==> config.mk <==
export PLATFORM = sky130hd
export DESIGN_NAME = alpha_crossfade_mixer_flat
export DESIGN_NICKNAME = d
export VERILOG_FILES = /design/src/rtl/alpha_crossfade_mixer_pkg.sv /design/src/rtl/alpha_crossfade_mixer_if.sv /design/src/rtl/alpha_crossfade_mixer_step_monitor.sv /design/src/rtl/alpha_crossfade_mixer.sv /design/src/flat_wrapper.sv
export SDC_FILE = /design/constraint.sdc
export NUM_CORES = 1
export LEC_CHECK = 0
export ABC_AREA = 1
export CORE_MARGIN = 3
export CORE_UTILIZATION = 40
export CTS_CLUSTER_SIZE = 20
export DETAILED_ROUTE_END_ITERATION = 10
export GPL_ROUTABILITY_DRIVEN = 0
export GPL_TIMING_DRIVEN = 0
export SLEW_MARGIN = 20
export SYNTH_ARGS = -nofsm -noshare
export SYNTH_HDL_FRONTEND = slang
export SYNTH_SLANG_ARGS = --single-unit
export TNS_END_PERCENT = 100
==> constraint.sdc <==
create_clock -name clk -period 3.69 [get_ports clk]
set_input_delay 1.107 -clock clk [delete_from_list [all_inputs] [get_ports clk]]
set_output_delay 1.107 -clock clk [all_outputs]
set_load 0.05 [all_outputs]
==> src/rtl/alpha_crossfade_mixer_pkg.sv <==
// Shared constants and types for the alpha crossfade mixer.
package alpha_pkg;

  localparam int ALPHA_W     = 5;
  localparam int ALPHA_MAX   = 16;
  localparam int ALPHA_SHIFT = 4;
  localparam int ROUND_CONST = 8;

  typedef logic [ALPHA_W-1:0] alpha_t;

  // Out-of-range weights are treated as a full switch to channel B.
  function automatic alpha_t clamp_alpha(input alpha_t a);
    return (a > alpha_t'(ALPHA_MAX)) ? alpha_t'(ALPHA_MAX) : a;
  endfunction

endpackage

==> src/rtl/alpha_crossfade_mixer_if.sv <==
// Sample stream interface of the mixer: dual-channel input beat plus blended output beat.
interface alpha_crossfade_mixer_if #(
  parameter int DATA_W = 16
) ();
  import alpha_pkg::*;

  logic                     in_valid;
  logic signed [DATA_W-1:0] sample_a;
  logic signed [DATA_W-1:0] sample_b;
  alpha_t                   alpha_sequence;
  logic                     out_valid;
  logic signed [DATA_W-1:0] out_sample;

  modport master (
    output in_valid, sample_a, sample_b, alpha_sequence,
    input  out_valid, out_sample
  );

  modport slave (
    input  in_valid, sample_a, sample_b, alpha_sequence,
    output out_valid, out_sample
  );

endinterface

==> src/rtl/alpha_crossfade_mixer_step_monitor.sv <==
// Watches consecutive valid (clamped) alphas and flags any jump larger than one step.
module alpha_step_monitor
  import alpha_pkg::*;
(
  input  logic   clk,
  input  logic   reset,
  input  logic   in_valid,
  input  alpha_t alpha,
  input  logic   clear_errors,
  output logic   step_err
);

  alpha_t last_alpha;
  logic   have_last;
  alpha_t step_size;
  logic   step_big;

  assign step_size = (alpha > last_alpha) ? (alpha - last_alpha) : (last_alpha - alpha);
  assign step_big  = have_last && (step_size > alpha_t'(1));

  // Idle cycles leave the history untouched; a set event beats a clear.
  always_ff @(posedge clk or posedge reset) begin
    if (reset) begin
      last_alpha <= '0;
      have_last  <= 1'b0;
      step_err   <= 1'b0;
    end else begin
      if (in_valid) begin
        last_alpha <= alpha;
        have_last  <= 1'b1;
      end
      if (in_valid && step_big) begin
        step_err <= 1'b1;
      end else if (clear_errors) begin
        step_err <= 1'b0;
      end
    end
  end

endmodule

==> src/rtl/alpha_crossfade_mixer.sv <==
// Three-stage alpha blend of two sample channels: out = (A*(16-alpha) + B*alpha + 8) >>> 4.
// Optional alpha step monitoring is enabled with `define ALPHA_STEP_MONITOR_EN.
module alpha_crossfade_mixer
  import alpha_pkg::*;
#(
  parameter int DATA_W = 16
) (
  input  logic                    clk,
  input  logic                    reset,
  alpha_crossfade_mixer_if.slave  bus,
  input  logic                    clear_errors,
  output logic                    settled_a,
  output logic                    settled_b,
  output logic                    alpha_range_err,
  output logic                    alpha_step_err
);

  localparam int PROD_W = DATA_W + ALPHA_W;
  localparam int SUM_W  = DATA_W + ALPHA_W + 1;

  alpha_t alpha_clamped;
  logic   alpha_over;

  logic                     s1_valid;
  logic signed [DATA_W-1:0] s1_a;
  logic signed [DATA_W-1:0] s1_b;
  alpha_t                   s1_wa;
  alpha_t                   s1_wb;

  logic signed [PROD_W-1:0] a_ext, b_ext, wa_ext, wb_ext;
  logic signed [PROD_W-1:0] pa_next, pb_next;

  logic                     s2_valid;
  logic signed [PROD_W-1:0] s2_pa;
  logic signed [PROD_W-1:0] s2_pb;

  logic signed [SUM_W-1:0]  sum;
  logic signed [DATA_W-1:0] blend_next;

  assign alpha_clamped = clamp_alpha(bus.alpha_sequence);
  assign alpha_over    = bus.alpha_sequence > alpha_t'(ALPHA_MAX);

  always_ff @(posedge clk or posedge reset) begin
    if (reset) begin
      s1_valid <= 1'b0;
      s1_a     <= '0;
      s1_b     <= '0;
      s1_wa    <= '0;
      s1_wb    <= '0;
    end else begin
      s1_valid <= bus.in_valid;
      if (bus.in_valid) begin
        s1_a  <= bus.sample_a;
        s1_b  <= bus.sample_b;
        s1_wa <= alpha_t'(ALPHA_MAX) - alpha_clamped;
        s1_wb <= alpha_clamped;
      end
    end
  end

  // Weights are unsigned, so they are zero-extended before the signed multiply.
  assign a_ext   = {{ALPHA_W{s1_a[DATA_W-1]}}, s1_a};
  assign b_ext   = {{ALPHA_W{s1_b[DATA_W-1]}}, s1_b};
  assign wa_ext  = {{(PROD_W-ALPHA_W){1'b0}}, s1_wa};
  assign wb_ext  = {{(PROD_W-ALPHA_W){1'b0}}, s1_wb};
  assign pa_next = a_ext * wa_ext;
  assign pb_next = b_ext * wb_ext;

  always_ff @(posedge clk or posedge reset) begin
    if (reset) begin
      s2_valid <= 1'b0;
      s2_pa    <= '0;
      s2_pb    <= '0;
    end else begin
      s2_valid <= s1_valid;
      if (s1_valid) begin
        s2_pa <= pa_next;
        s2_pb <= pb_next;
      end
    end
  end

  // Weights sum to 16, so the shifted result always fits DATA_W without saturation.
  assign sum        = SUM_W'(s2_pa) + SUM_W'(s2_pb) + SUM_W'(ROUND_CONST);
  assign blend_next = DATA_W'(sum >>> ALPHA_SHIFT);

  always_ff @(posedge clk or posedge reset) begin
    if (reset) begin
      bus.out_valid  <= 1'b0;
      bus.out_sample <= '0;
    end else begin
      bus.out_valid <= s2_valid;
      if (s2_valid) begin
        bus.out_sample <= blend_next;
      end
    end
  end

  always_ff @(posedge clk or posedge reset) begin
    if (reset) begin
      settled_a       <= 1'b0;
      settled_b       <= 1'b0;
      alpha_range_err <= 1'b0;
    end else begin
      if (bus.in_valid) begin
        settled_a <= (alpha_clamped == '0);
        settled_b <= (alpha_clamped == alpha_t'(ALPHA_MAX));
      end
      if (bus.in_valid && alpha_over) begin
        alpha_range_err <= 1'b1;
      end else if (clear_errors) begin
        alpha_range_err <= 1'b0;
      end
    end
  end

`ifdef ALPHA_STEP_MONITOR_EN
  alpha_step_monitor u_step_monitor (
    .clk          (clk),
    .reset        (reset),
    .in_valid     (bus.in_valid),
    .alpha        (alpha_clamped),
    .clear_errors (clear_errors),
    .step_err     (alpha_step_err)
  );
`else
  assign alpha_step_err = 1'b0;
`endif

endmodule

==> src/flat_wrapper.sv <==
// flat-port wrapper written by rule: the top's interface ports become plain ports
module alpha_crossfade_mixer_flat import alpha_pkg::*;
#(
  parameter int DATA_W = 16
)
  (clk, reset, clear_errors, settled_a, settled_b, alpha_range_err, alpha_step_err, bus_in_valid, bus_sample_a, bus_sample_b, bus_alpha_sequence, bus_out_valid, bus_out_sample);
  alpha_crossfade_mixer_if #(.DATA_W(DATA_W)) bus_i ();
  input  logic clk;
  input  logic reset;
  input  logic clear_errors;
  output logic settled_a;
  output logic settled_b;
  output logic alpha_range_err;
  output logic alpha_step_err;
  input wire logic [$bits(bus_i.in_valid)-1:0] bus_in_valid;
  input wire logic [$bits(bus_i.sample_a)-1:0] bus_sample_a;
  input wire logic [$bits(bus_i.sample_b)-1:0] bus_sample_b;
  input wire logic [$bits(bus_i.alpha_sequence)-1:0] bus_alpha_sequence;
  output wire logic [$bits(bus_i.out_valid)-1:0] bus_out_valid;
  output wire logic [$bits(bus_i.out_sample)-1:0] bus_out_sample;
  assign bus_i.in_valid = bus_in_valid;
  assign bus_i.sample_a = bus_sample_a;
  assign bus_i.sample_b = bus_sample_b;
  assign bus_i.alpha_sequence = bus_alpha_sequence;
  assign bus_out_valid = bus_i.out_valid;
  assign bus_out_sample = bus_i.out_sample;
  alpha_crossfade_mixer #(.DATA_W(DATA_W)) u_core (.clk(clk), .reset(reset), .bus(bus_i), .clear_errors(clear_errors), .settled_a(settled_a), .settled_b(settled_b), .alpha_range_err(alpha_range_err), .alpha_step_err(alpha_step_err));
endmodule
# Word level (Yosys, flattened, before mapping)
# Index checks and enable logic that the tools add are counted.
# op_classes
multipliers	2
n_reduce_logical	3
addsub	3
muxes	3
eq_ne	1
order_cmp	1
# op_table
operator	count
$mul A16 B6 Y20	2
$add A20 B20 Y20	1
$add A20 B5 Y20 const B	1
$eq A5 B5 Y1 const B	1
$gt A5 B5 Y1 const B	1
$logic_not A5 Y1	1
$mux W5	1
$sub A5 B5 Y5 const A	1
$mux W1	2
$reduce_bool A2 Y1	1
$logic_and A1 B1 Y1	1
# word_totals
word_cells	26
reg_bits	104
inputBits	41
out_inout_bits	21

# Logic depth before layout (Yosys ltp)
# depth
word_depth	3
depth_mapped	19
ltp_nobuf	17

# Worst setup path before layout
# OpenSTA, ideal clock, no wires.
# synth_timing
path_kind	reg-to-reg
start	register u_core.s1_wa[1]
end	register u_core.s2_pa[12]
stages_incl_launch_ff	19
setup_ns	0.118
required_time_ns	3.572
t_arrival_ns	3.592
synth_period_minus_slack_ns	3.709
n_path_buf	2
path_slack_ns	-0.019
cell_sequence	dfrtp_1 > clkbuf_1 > clkbuf_1 > nand2_1 > fa_1 > inv_1 > fa_1 > inv_1 > fa_1 > inv_1 > ha_1 > nand2_1 > nor2_1 > nand2_1 > nand2_1 > a21oi_1 > or2_1 > nand3_1 > nand2_1
# synth_via
elab_chain_cells	1
# synth_rtl
element	line	rtl
start, declared	alpha_crossfade_mixer.sv:27	alpha_t s1_wa;
start signal, assigned	alpha_crossfade_mixer.sv:55	s1_wa <= alpha_t'(ALPHA_MAX) - alpha_clamped;
$mul A16 B6 Y20	alpha_crossfade_mixer.sv:66	assign pa_next = a_ext * wa_ext;
end signal, assigned	alpha_crossfade_mixer.sv:77	s2_pa <= pa_next;
end, declared	alpha_crossfade_mixer.sv:34	logic signed [PROD_W-1:0] s2_pa;
# No other way between the ends.
# A chain may end at the register's enable or synchronous reset.

# Worst setup path in the final report
# layout_timing
start	register u_core.s1_wb[0]
end	register u_core.s2_pb[15]
# layout_via
elab_chain_cells	1
# layout_rtl
element	line	rtl
start, declared	alpha_crossfade_mixer.sv:28	alpha_t s1_wb;
start signal, assigned	alpha_crossfade_mixer.sv:56	s1_wb <= alpha_clamped;
$mul A16 B6 Y20	alpha_crossfade_mixer.sv:67	assign pb_next = b_ext * wb_ext;
end signal, assigned	alpha_crossfade_mixer.sv:78	s2_pb <= pb_next;
end, declared	alpha_crossfade_mixer.sv:35	logic signed [PROD_W-1:0] s2_pb;
# No other way between the ends.

==> flow_summary_export.csv <==
group,metric,value,unit
worst_setup_path,crit_path_start_kind,"flop",
route,first_pass_iters,5,
clock_tree,clock_latency,0.36,ns
die,dieWidth,171,um
route,vias_per_cell,4.82,
synth,synthAdderAreaFrac,29.6,%
synth,netlist_instances,1499,
route,wl,28.0,mm
worst_hold_path,hold_path_depth,0,
synth,synth-seq-cells,103,
synth,synth_compound_area_share,6.41,%
grt,antenna_found_initial,0,
cells_and_area,drive_gt1_share,15.0,%
grt,grt_pass1_wl,45.1,mm
worst_setup_path,r2r_start,"u_core.s1_wb[0]$_DFFE_PP0P_",
route,drc,0,
sta,min_period_over_period,101,%
worst_setup_path,cp_max_fo,6,
die,rows,59,
run_status,violations,"negative setup slack",
placement,place_inst,1897,
sta,drv_slew,0,
cells_and_area,final_util,51.5,%
sta,setup_slack,-0.0209,ns
sta,tightest_slew,0.575,ns
worst_setup_path,cp_slowest_stage_delay,0.55,ns
power_and_ir_drop,peakVddDrop,0.000250,V
cells_and_area,fillCellCount,2544,
synth,synth_fp_nets,1742,
grt,grt_max_degree,32,
placement,hpwl,21.4,mm
cells_and_area,diodes,0,
synth,synth_top_family_by_area,"adder cells",
worst_setup_path,crit_chain,"clkbuf_16, nand2_4, inv_2, fa_1, fa_1, inv_2, fa_1, inv_2, ha_4, a21oi_4, nor2_4, o21ai_1, nand3b_1, xor2_2, o21ai_1",
clock_tree,max-clock-path-buffers,2,
route,drt_iter0_drc,579,
sta,tns,-0.0209,ns
cells_and_area,fin_area,0.0136,sq mm
sta,finClkSkew,0.0110,ns
clock_tree,path_clk_slew,0.07,ns
worst_setup_path,end_kind,"flop",
die,die_area,0.0292,sq mm
worst_hold_path,hold_end,"u_core.bus.out_valid$_DFF_PP0_",
synth,ys_seq_area_share,23.7,%
die,start_util,41.2,%
cells_and_area,final_common_cell,"nand2_1",
synth,yosys.area_share.simple,23.8,%
clock_tree,h-tree-depth,3,
worst_hold_path,hold_class,"flop to flop",
sta,hold_viol,0,
route,wl_per_cell,14.4,um
worst_hold_path,holdCritStartpoint,"u_core.s2_valid$_DFF_PP0_",
power_and_ir_drop,power_density,575,mW/mm^2
placement,port_buffers,60,
sta,max_freq,0.269,GHz
synth,synthDistinctLibCells,42,
route,vias,9379,
synth,ys_warn_count,0,
grt,grtUsageTotal,19.1,%
worst_setup_path,crit_slowest_cell,"fa_1",
sta,timing.hold.ws,0.447,ns
clock_tree,cts_num_sinks,103,
worst_setup_path,r2r_setup_slack,-0.02,ns
synth,async_flop_share,100,%
die,core_area,0.0264,sq mm
worst_setup_path,critPathKind,"flop to flop",
cells_and_area,stdcell_count,1944,
worst_setup_path,required,3.92,ns
synth,syn_area_per_cell,7.24,sq um
cells_and_area,most-common-layout-cells,"nand2_1 (462), inv_1 (322), dfrtp_1 (97), fa_1 (88), ha_1 (84)",
cells_and_area,fin_nets,1847,
grt,gr-total-overflow,0,
worst_setup_path,reg2reg_to,"u_core.s2_pb[15]$_DFFE_PP0P_",
synth,synth_area,0.0109,sq mm
run_status,outcome,"complete, but fails checks",
sta,slew_headroom,61.6,%
sta,rsz0062_at_grt,"yes",
power_and_ir_drop,finalPower,7.80,mW
clock_tree,clk_root_buffer_cell,"clkbuf_16",
sta,setup_violations,1,
sta,fin_crit,3.71,ns
route,antenna_left,0,
worst_setup_path,arrival,3.94,ns
die,die_y,171,um
synth,synth_ff_type,"dfrtp_1",
cells_and_area,area.growth.synth_to_final,25.0,%
clock_tree,cts_tree,"done",
synth,synth-edff-count,0,
cells_and_area,multi_input_area,0.00773,sq mm
grt,first_global_vias,9333,
power_and_ir_drop,leakagePower,7.74,nW
die,io_pins,62,
cells_and_area,seqCellArea,0.00258,sq mm
clock_tree,cts_buffers,9,
placement,placed_cell_area,0.0120,sq mm
worst_setup_path,reg2reg_depth,15,
placement,pre_cts_slack,-0.828,ns
job,cap_violations,0,
synth,synthXorXnorAreaFrac,2.81,%
synth,synthMuxAreaShare,0,%
==> area by class of cell <==
class,count,area share [%]
Clock inverter,4,0.406
Multi-Input combinational cell,1010,57.0
Tap cell,335,3.09
Timing Repair Buffer,103,7.38
Buffer,33,1.82
Inverter,344,9.56
Sequential cell,103,19.0
Clock buffer,12,1.74
==> worst max-delay path by stage <==
stage,from,cells past startpoint,end,slack [ns]
after CTS,u_core.s1_wb[0]$_DFFE_PP0P_,17,u_core.s2_pa[12]$_DFFE_PP0P_,-0.007
after global routing,u_core.s1_wb[0]$_DFFE_PP0P_,15,u_core.s2_pb[15]$_DFFE_PP0P_,-0.17
final,u_core.s1_wb[0]$_DFFE_PP0P_,15,u_core.s2_pb[15]$_DFFE_PP0P_,-0.02
after global placement,u_core.s1_wb[2]$_DFFE_PP0P_,15,u_core.s2_pb[15]$_DFFE_PP0P_,-0.74
after detailed placement,u_core.s1_wb[0]$_DFFE_PP0P_,15,u_core.s2_pb[15]$_DFFE_PP0P_,-0.83
after floorplan,u_core.s1_wb[0]$_DFFE_PP0P_,18,u_core.s2_pa[12]$_DFFE_PP0P_,-0.008
==> state kept, by name (all words and copies together), names as in the netlist <==
register,cells
u_core.s1_b,16
u_core.alpha_range_err,1
u_core.s1_wb,5
u_core.bus.out_valid,1
u_core.s1_valid,1
u_core.settled_a,1
u_core.s2_valid,1
u_core.bus.out_sample,16
u_core.s1_a,16
u_core.s1_wa,4
u_core.s2_pa,20
u_core.settled_b,1
u_core.s2_pb,20
==> critical path: cells and delay by family, from the launching register on <==
family                     cells  cell delay, ns
AOI/OAI and AO/OA              3            0.45
buffers and inverters          4            0.34
adders and majority gates      4            1.80
DFF                            1            0.50
xor gates and xnor gates       1            0.23
and+or+nand+nor                3            0.27
==> synthesized netlist by cell type, types with 5 or more instances <==
| cell | n | area (sq um) |
|---|---|---|
| a21oi_1 | 53 | 265 |
| a31oi_1 | 5 | 31.3 |
| buf_1 | 5 | 18.8 |
| clkbuf_1 | 31 | 116 |
| dfrtp_1 | 103 | 2580 |
| fa_1 | 92 | 1840 |
| ha_1 | 110 | 1380 |
| inv_1 | 343 | 1290 |
| nand2_1 | 501 | 1880 |
| nand3_1 | 58 | 290 |
| nand3b_1 | 7 | 52.6 |
| nand4_1 | 6 | 37.5 |
| nor2_1 | 51 | 191 |
| nor3_1 | 5 | 25.0 |
| o21ai_0 | 50 | 250 |
| o21ai_1 | 6 | 30.0 |
| o21bai_1 | 6 | 45.0 |
| xnor2_1 | 24 | 210 |
| xor2_1 | 9 | 78.8 |
==> per-layer routing <==
| metal | part of all wire (%) | track usage [%] | vias to the layer above |
|---|---|---|---|
| met2 | 47 | 31.7 | 203 |
| met3 | 3.7 | 2.43 | 41 |
| met4 | 2.0 | 5.22 | 0 |
| met5 | 0 | 0 | - |
| met1 | 47 | 26.3 | 4435 |
| li1 | - | - | 4700 |
==> logic make-up (layout without fill, tap and decap cells) <==
group           after synthesis  count (layout)
flops                       103             103
fa+ha+maj                   202             202
xor+xnor                     34              34
simple gates                644             644
compound gates              129             129
buf+inv                     386             496
other cells                   1               1
==> report_power, final <==
part,switching [mW],internal [mW]
sequential,0.265,1.43
combinational,3.08,2.06
clock,0.432,0.531
total,3.78,4.02
==> timing repair <==
action | 4_1_cts | 5_1_grt
buffers inserted | 8 | 29
cloned | 0 | 3
gates resized for setup | 97 | 158
pin swaps | 11 | 110
setup endpoints to repair | 27 | 26
hold buffers | 0 | 0
(Power assumes the default switching activity.)
